<file path="src/rtl/can_frame_scheduler.sv">
// CAN receive-path bus-state controller: integration, frame reception,
// error/overload frame hand-off and intermission tracking.
module can_frame_scheduler #(
    parameter int unsigned INTEG_BITS = 11,
    parameter int unsigned ITM_BITS   = 3,
    parameter int unsigned MAX_OVL    = 2,
    parameter int unsigned OE_TIMEOUT = 64
) (
    input  logic       SP,
    input  logic       reset,
    input  logic       RX,
    input  logic       F_ERR,
    input  logic       F_EOF,
    input  logic       F_OVRLD_REQ,
    input  logic       F_ITMSSw,
    output logic       F_OVRLD,
    output logic       OE_TYPE,
    output logic       DEC_EN,
    output logic       BUS_IDLE,
    output logic       F_SOF,
    output logic [1:0] OVL_CNT,
    output logic [2:0] STATE
);
    typedef enum logic [2:0] {
        INTEG   = 3'd0,
        IDLE    = 3'd1,
        RECEIVE = 3'd2,
        OE_ERR  = 3'd3,
        OE_OVL  = 3'd4,
        ITM     = 3'd5
    } state_t;

    localparam int unsigned IW = $clog2(INTEG_BITS + 1);
    localparam int unsigned TW = $clog2(ITM_BITS + 2);
    localparam int unsigned OW = $clog2(OE_TIMEOUT + 1);
    localparam logic [IW-1:0] INTEG_LAST = IW'(INTEG_BITS - 1);
    localparam logic [TW-1:0] ITM_LAST   = TW'(ITM_BITS);
    localparam logic [OW-1:0] OE_LAST    = OW'(OE_TIMEOUT - 1);
    localparam logic [1:0]    OVL_MAX    = 2'(MAX_OVL);

    state_t          state, next_state;
    logic [IW-1:0]   integ_cnt;
    logic [TW-1:0]   itm_cnt;
    logic [OW-1:0]   to_cnt;
    logic            f_ovrld_d, oe_type_d, dec_en_d, bus_idle_d, f_sof_d;
    logic [1:0]      ovl_d;
    logic            in_oe, next_oe;

    assign in_oe   = (state == OE_ERR) || (state == OE_OVL);
    assign next_oe = (next_state == OE_ERR) || (next_state == OE_OVL);
    assign STATE   = state;

    always_ff @(posedge SP or negedge reset) begin
        if (!reset) begin
            state     <= INTEG;
            integ_cnt <= '0;
            itm_cnt   <= '0;
            to_cnt    <= '0;
            F_OVRLD   <= 1'b1;
            OE_TYPE   <= 1'b0;
            DEC_EN    <= 1'b0;
            BUS_IDLE  <= 1'b0;
            F_SOF     <= 1'b0;
            OVL_CNT   <= '0;
        end else begin
            state     <= next_state;
            integ_cnt <= (state == INTEG && next_state == INTEG && RX) ? integ_cnt + IW'(1) : '0;
            // itm_cnt holds the number of the bit about to be sampled; it is 1 on ITM entry
            itm_cnt   <= (state == ITM) ? itm_cnt + TW'(1) : TW'(1);
            to_cnt    <= (in_oe && next_state == state) ? to_cnt + OW'(1) : '0;
            F_OVRLD   <= f_ovrld_d;
            OE_TYPE   <= oe_type_d;
            DEC_EN    <= dec_en_d;
            BUS_IDLE  <= bus_idle_d;
            F_SOF     <= f_sof_d;
            OVL_CNT   <= ovl_d;
        end
    end

    always_comb begin
        next_state = state;
        case (state)
            INTEG:   if (RX && integ_cnt == INTEG_LAST) next_state = IDLE;
            IDLE:    if (!RX) next_state = RECEIVE;
            RECEIVE: begin
                if (F_ERR)
                    next_state = OE_ERR;
                else if (F_EOF)
                    next_state = (F_OVRLD_REQ && OVL_CNT < OVL_MAX) ? OE_OVL : ITM;
            end
            OE_ERR, OE_OVL: begin
                if (F_ITMSSw)
                    next_state = ITM;
                else if (to_cnt == OE_LAST)
                    next_state = INTEG;
            end
            ITM: begin
                if (!RX) begin
                    if (itm_cnt == ITM_LAST)
                        next_state = RECEIVE;
                    else
                        next_state = (OVL_CNT < OVL_MAX) ? OE_OVL : OE_ERR;
                end else if (itm_cnt == ITM_LAST) begin
                    next_state = IDLE;
                end
            end
            default: next_state = INTEG;
        endcase
    end

    // Outputs are decoded from the upcoming state so they register alongside it
    always_comb begin
        f_ovrld_d  = !(next_oe && next_state != state);
        oe_type_d  = (next_state == OE_ERR);
        dec_en_d   = (next_state == RECEIVE);
        bus_idle_d = (next_state == IDLE);
        f_sof_d    = (next_state == RECEIVE) && (state != RECEIVE);
        ovl_d      = OVL_CNT;
        if (next_state == IDLE || next_state == RECEIVE)
            ovl_d = '0;
        else if (next_state == OE_OVL && state != OE_OVL && OVL_CNT < OVL_MAX)
            ovl_d = OVL_CNT + 2'd1;
    end
endmodule

</file>
<file path="config.mk">
export PLATFORM = sky130hd
export DESIGN_NAME = can_frame_scheduler
export DESIGN_NICKNAME = d
export VERILOG_FILES = /design/src/rtl/can_frame_scheduler.sv
export SDC_FILE = /design/constraint.sdc
export NUM_CORES = 1
export LEC_CHECK = 0
export ABC_AREA = 0
export ABC_CLOCK_PERIOD_IN_PS = 2560
export CAP_MARGIN = 20
export CELL_PAD_IN_SITES_DETAIL_PLACEMENT = 1
export CELL_PAD_IN_SITES_GLOBAL_PLACEMENT = 1
export CORE_MARGIN = 4
export CORE_UTILIZATION = 48
export DETAILED_ROUTE_END_ITERATION = 7
export DONT_BUFFER_PORTS = 1
export PLACE_DENSITY = 0.88
export SKIP_CTS_REPAIR_TIMING = 1
export SYNTH_ARGS = -nofsm -noshare
export SYNTH_HDL_FRONTEND = slang
export SYNTH_SLANG_ARGS = --single-unit
</file>
<file path="constraint.sdc">
create_clock -name SP -period 2.56 [get_ports SP]
set_input_delay 0.384 -clock SP [delete_from_list [all_inputs] [get_ports SP]]
set_output_delay 0.384 -clock SP [all_outputs]
set_load 0.03 [all_outputs]
</file>
==> run summary, run 1 <==
Status - finished, final reports clean
I/O Buffers - 0
Root Buffer - clkbuf_4
Worst Tran Pin Value - 655 ps
Worst R2R Start - STATE[2]
Hold worst-path end - STATE[2]
Nets@finish - 139
DP HPWL - 2.09 mm
XOR/XNOR Fraction of Synth Area - 0.0481
End of the worst register-to-register path - OVL_CNT[0]
Reg2Reg Depth - 5
Max Clock Skew - 5.63 ps
Setup Crit Path Kind - reg2reg
CP Max Fanout - 13
Inserted Clock Buffers - 3
Number of synthesized register bits - 24
First-pass GRT wire length - 4.70 mm
Register area share after synthesis - 0.472
Static leakage - 0.000588 uW
Max_cap viols - 0
Fmax - 432 MHz
Filler cell count - 276
Fraction of layout cells with a size suffix above 1 - 0.143
Area leader, netlist - dfrtp_1
H-tree depth - 1
Slowest-stage cell, CP - dfrtp_1
Num rows - 18
Total number of vias - 906
Cell count after synthesis - 123
Required time worst endpoint - 2820 ps
Crit-path cells - o22ai_2 > a21oi_1 > nand3_1 > a211oi_2 > mux2_4
Yosys top cell area share - 0.451
Area of the multi-input gates - 603 um^2
Hold Crit Class - in2reg
Avg Vias per Cell - 5.81
Post-Syn Nets - 135
Mux cell area share after synthesis - 0.0118
GP Congestion - 0.786
# clock sinks - 24
DIE AREA - 0.00355 mm^2
Cell variety after synth - 38
Fin. Hold Viols - 0
CP startpoint - STATE[2]
Routed Antenna Nets - 0
Syn. warnings - 0
Vias in the first global route - 1009
Largest net degree at the start of global routing - 25
Antenna violations before repair - 0
Synth top area cells - dfrtp_1 45%, nor2_1 5.0%, ha_1 4.9%
Main combinational cell family by area after synthesis - simple AND/OR/NAND/NOR gates
Slew margin rel. - 0.563
Register area - 602 um^2
Max Slew Vio Count - 0
RSZ-0062 raised after global routing - no
Hold path cells - 3
All-layer global routing usage - 0.175
DRT iter0 DRCs - 21
R2r setup slk - 240 ps
Worst Setup End Kind - flip-flop
Core ar. - 0.00250 mm^2
Final min period - 2320 ps
Area growth syn-to-layout - 6.18%
Per-cell routed wire length - 17.8 um
Effective utilization at floorplan - 0.510
Max incr delay on CP - 790 ps
Bufs and invs on worst path - 0
Diode count - 0
Worst-Skew Late Latency - 310 ps
Fin util - 0.542
Pre-antenna DRT Iters - 4
Peak VDD IR - 0.641 mV
Final setup fails - 0
Final WL - 2.78 mm
IO Count - 17
Hold path start - F_ITMSSw
Syn Area/Cell - 10.4 um^2
Simple-Gate Fraction of Synth Area - 0.211
DRC viols - 0
Synth Area in Adders - 0.0491
Clock buffer depth - 2
Clock-pin slew on the worst setup and hold paths - 130 ps
Worst EP arrival - 2580 ps
TNS Setup - 0 ps
Die Y - 59.5 um
Grt ovf - 0
Complex-gate fraction of the synthesized area - 0.153
Power per cell area - 1120 mW/mm^2
Startpoint types - flip-flop
Tcrit/Tclk final - 0.905
CTS tree - built
Mapped Area - 0.00127 mm^2
Die extent in x - 59.5 um
Top delay family on crit path - compound AO/OA/AOI/OAI gates
## how the worst max path moves through the flow
stage	endpoint	slack, ps	cells past startpoint
after global placement	to_cnt[2]	360	6
after global routing	OVL_CNT[0]	50	5
after detailed placement	OVL_CNT[0]	270	5
final	OVL_CNT[0]	240	5
after CTS	OVL_CNT[0]	240	5
after floorplan	OVL_CNT[0]	620	7
## layer usage
layer / up-vias / track usage / routed length [um]
met3: 6 / 0.0414 / 154
li1: 433 / - / -
met1: 446 / 0.221 / 1220
met4: 0 / 0.0728 / 45
met5: - / 0 / 0
met2: 21 / 0.287 / 1360
## sequential cells by signal, indices dropped and copies added (netlist names)
signal     count
to_cnt         7
integ_cnt      4
STATE          3
itm_cnt        3
OVL_CNT        2
BUS_IDLE       1
DEC_EN         1
F_OVRLD        1
F_SOF          1
OE_TYPE        1
## kinds of logic (layout without fill, tap and decap cells)
logic type / count (synthesis) / count (layout)
mux: 1 / 1
buf+inv: 13 / 16
xor+xnor: 7 / 7
flops: 24 / 24
fa+ha+maj: 5 / 5
compound gates: 23 / 23
simple gates: 50 / 50
## report_power, final
group / internal, uW / switching (uW)
Combinational: 271 / 369
Clock: 86.8 / 107
Sequential: 466 / 221
Total: 824 / 697
## tightest hold or removal path: stages
cell     delay (ps)
a21oi_1          60
o31a_1          140
inv_1            60
## per-stage QoR
stage | setup WS (ps) | instance area (um^2) | std cells | power (uW) | hold slack [ps]
finish | 243 | 1350 | 156 | 1520 | 362
global route | 45.7 | 1350 | 156 | 1640 | 368
CTS | 239 | 1320 | 154 | 1530 | -265
detailed placement | 271 | 1290 | 150 | 1320 | 89.2
global placement | 357 | 1290 | 150 | 1280 | 89.3
floorplan | 622 | 1270 | 123 | 1200 | 88.4
## placed cells by master (no fill, tap or decap), drive strengths merged, types with 2 or more instances in the layout
master  Yosys  layout
a21oi       7       7
a22o        2       2
a31oi       2       2
and2        2       2
and3        3       3
buf         5       3
clkbuf      0       4
dfrtp      23      23
ha          5       5
inv         8       8
nand2       6       6
nand2b      4       4
nand3       7       7
nand4       3       3
nor2       17      17
nor2b       3       3
o21ai       3       3
o22ai       2       2
xnor2       5       5
xor2        2       2
## final cells by class
cell class	instances	area share
clock buffer	4	0.0268
sequential	24	0.445
tap	30	0.0277
multi-input combinational	86	0.445
inverter	8	0.0222
timing repair buffer	4	0.0333
## cell usage after synthesis
master	number
nor2_1	17
o32a_1	1
or3b_4	1
mux2_4	1
and2_1	2
nand2_1	6
buf_2	2
a31oi_1	2
a32o_1	1
buf_4	1
nand4_1	3
a22o_1	2
a41oi_2	1
dfstp_2	1
nand3_1	7
nor3b_2	1
o2111ai_2	1
buf_6	2
dfrtp_1	23
and3_1	3
o32ai_1	1
inv_1	8
o31a_1	1
xnor2_1	5
o22ai_1	1
a211oi_2	1
nor2b_1	3
o21ai_4	1
o22ai_2	1
ha_1	5
o21ai_2	1
nand3b_1	1
xor2_1	2
nand2b_1	4
or4bb_1	1
a21oi_1	7
or4_4	1
o21ai_0	1
Power figures use the tool's default switching activity.
==> run 2, diff against run 1 <==
--- a/config.mk
+++ b/config.mk
@@ -10,7 +10,7 @@
 export CAP_MARGIN = 20
 export CELL_PAD_IN_SITES_DETAIL_PLACEMENT = 1
 export CELL_PAD_IN_SITES_GLOBAL_PLACEMENT = 1
-export CORE_MARGIN = 4
+export CORE_MARGIN = 2
 export CORE_UTILIZATION = 48
 export DETAILED_ROUTE_END_ITERATION = 7
 export DONT_BUFFER_PORTS = 1
@@ -19,3 +19,4 @@
 export SYNTH_ARGS = -nofsm -noshare
 export SYNTH_HDL_FRONTEND = slang
 export SYNTH_SLANG_ARGS = --single-unit
+export TNS_END_PERCENT = 20
==> run 2 against run 1 <==
Count of clock-buffer cells in the layout unchanged; clock power up 3%; global-route usage rose by 2.9 points; total power grew 1.5%; worst hold slack worse by 17 ps; non-clock buffer count is 1 higher; critical endpoint is now to_cnt[6]; largest power group unchanged; highest routed layer unchanged.
==> run summary, run 2 (synthesis results as in run 1) <==
Top Registers - to_cnt (7), integ_cnt (4)
Static leakage - 0.000593 uW
Final min period - 2190 ps
H-tree depth - 1
Slew margin rel. - 0.637
Largest register by flop count - to_cnt
Clock-pin slew on the worst setup and hold paths - 130 ps
DRT iter0 DRCs - 26
Status - finished, final reports clean
Worst EP arrival - 2390 ps
Fraction of layout cells with a size suffix above 1 - 0.150
Effective utilization at floorplan - 0.510
Worst setup margin - 366 ps
Largest net degree at the start of global routing - 25
Core ar. - 0.00250 mm^2
Die extent in x - 55.5 um
I/O Buffers - 0
Final WL - 2.87 mm
Diode count - 0
Max Clock Skew - 2.39 ps
Max_cap viols - 0
End of the worst register-to-register path - to_cnt[6]
Clock buffer depth - 2
Tcrit/Tclk final - 0.857
Peak VDD IR - 0.718 mV
Worst-Skew Late Latency - 310 ps
DIE AREA - 0.00308 mm^2
Area growth syn-to-layout - 6.77%
Inserted Clock Buffers - 3
Nets@finish - 140
Fmax - 456 MHz
DRC viols - 0
Max Slew Vio Count - 0
Most frequent cells in the layout - 23 x dfrtp_1, 17 x nor2_1, 8 x inv_1, 7 x a21oi_1, 7 x nand3_1
DP HPWL - 2.00 mm
IO Count - 17
Grt ovf - 0
TNS Setup - 0 ps
Fin util - 0.545
Post-place setup slack - 416 ps
Setup Crit Path Kind - reg2reg
Hold path cells - 3
Hold path start - F_ITMSSw
Hold worst-path end - STATE[2]
# clock sinks - 24
Hold Crit Class - in2reg
Number of flip-flops under the largest register name - 7
RSZ-0062 raised after global routing - no
Worst R2R Start - STATE[2]
Die Y - 55.5 um
Total number of vias - 965
R2r setup slk - 370 ps
Power per cell area - 1130 mW/mm^2
First-pass GRT wire length - 5.02 mm
All-layer global routing usage - 0.204
Required time worst endpoint - 2750 ps
Avg Vias per Cell - 6.15
Worst Setup End Kind - flip-flop
Reg2Reg Depth - 6
Num rows - 18
Startpoint types - flip-flop
CP Max Fanout - 12
GP Congestion - 0.814
Root Buffer - clkbuf_4
Routed Antenna Nets - 0
Pre-antenna DRT Iters - 4
Per-cell routed wire length - 18.3 um
Antenna violations before repair - 0
Fin. Hold Viols - 0
Worst Tran Pin Value - 545 ps
Final setup fails - 0
Leading cell type in the layout, fill and taps excluded - dfrtp_1
Vias in the first global route - 1019
CTS tree - built
-- run 2: cell types whose count changed in the layout (fill, tap and decap cells not counted) --
| cell | change |
|---|---|
| buf_4 | +1 |
-- run 2: critical path: stages, from the launching register on --
cell and delay, ps:
dfrtp_1 570, or4bb_1 590, nor2_1 100, a21oi_1 80, and2_1 250, o2111ai_2 370, a21oi_1 100
-- run 2: area by class of cell --
type	instances	area, um^2
inverters	8	30.0
repair buffers	5	52.6
well taps	30	37.5
flip-flops and latches	24	602
fillers	277	1140
clock buffers	4	36.3
multi-input cells	86	603
-- run 2: routing by layer --
metal / track usage / vias up / wire, um
met5: 0 / - / 0
met4: 0.0732 / 0 / 56
met3: 0.0375 / 7 / 176
met2: 0.327 / 34 / 1410
met1: 0.276 / 488 / 1230
li1: - / 436 / -
-- run 2: how the worst max path moves through the flow --
stage	start	end	slack, ps	depth (start not counted)
after CTS	STATE[2]	to_cnt[6]	370	6
after global routing	STATE[0]	to_cnt[6]	170	6
after floorplan	STATE[2]	OVL_CNT[0]	620	7
after global placement	STATE[2]	to_cnt[2]	490	6
after detailed placement	itm_cnt[0]	to_cnt[6]	420	8
final	STATE[2]	to_cnt[6]	370	6
-- run 2: metrics by stage --
stage                     total power [uW]  cells  area, um^2  hold WS [ps]
after floorplan                       1200    123        1270          88.4
after CTS                             1550    155        1330          -268
after detailed placement              1330    151        1290          89.2
final                                 1540    157        1360           345
after global placement                1290    151        1290          89.1
after global routing                  1660    157        1360           342
-- run 2: where the power goes --
| group | total (uW) | switching, uW | leakage [uW] | internal, uW |
|---|---|---|---|---|
| Clock | 199 | 112 | 0.0000210 | 87.0 |
| Sequential | 677 | 212 | 0.000318 | 466 |
| Combinational | 667 | 388 | 0.000254 | 279 |
==> run 3, diff against run 2 <==
--- a/config.mk
+++ b/config.mk
@@ -12,6 +12,7 @@
 export CELL_PAD_IN_SITES_GLOBAL_PLACEMENT = 1
 export CORE_MARGIN = 2
 export CORE_UTILIZATION = 48
+export CTS_CLUSTER_DIAMETER = 150
 export DETAILED_ROUTE_END_ITERATION = 7
 export DONT_BUFFER_PORTS = 1
 export PLACE_DENSITY = 0.88
==> results of run 3 <==
Same layout as run 2: the final DEF is identical, and so are final timing and power.
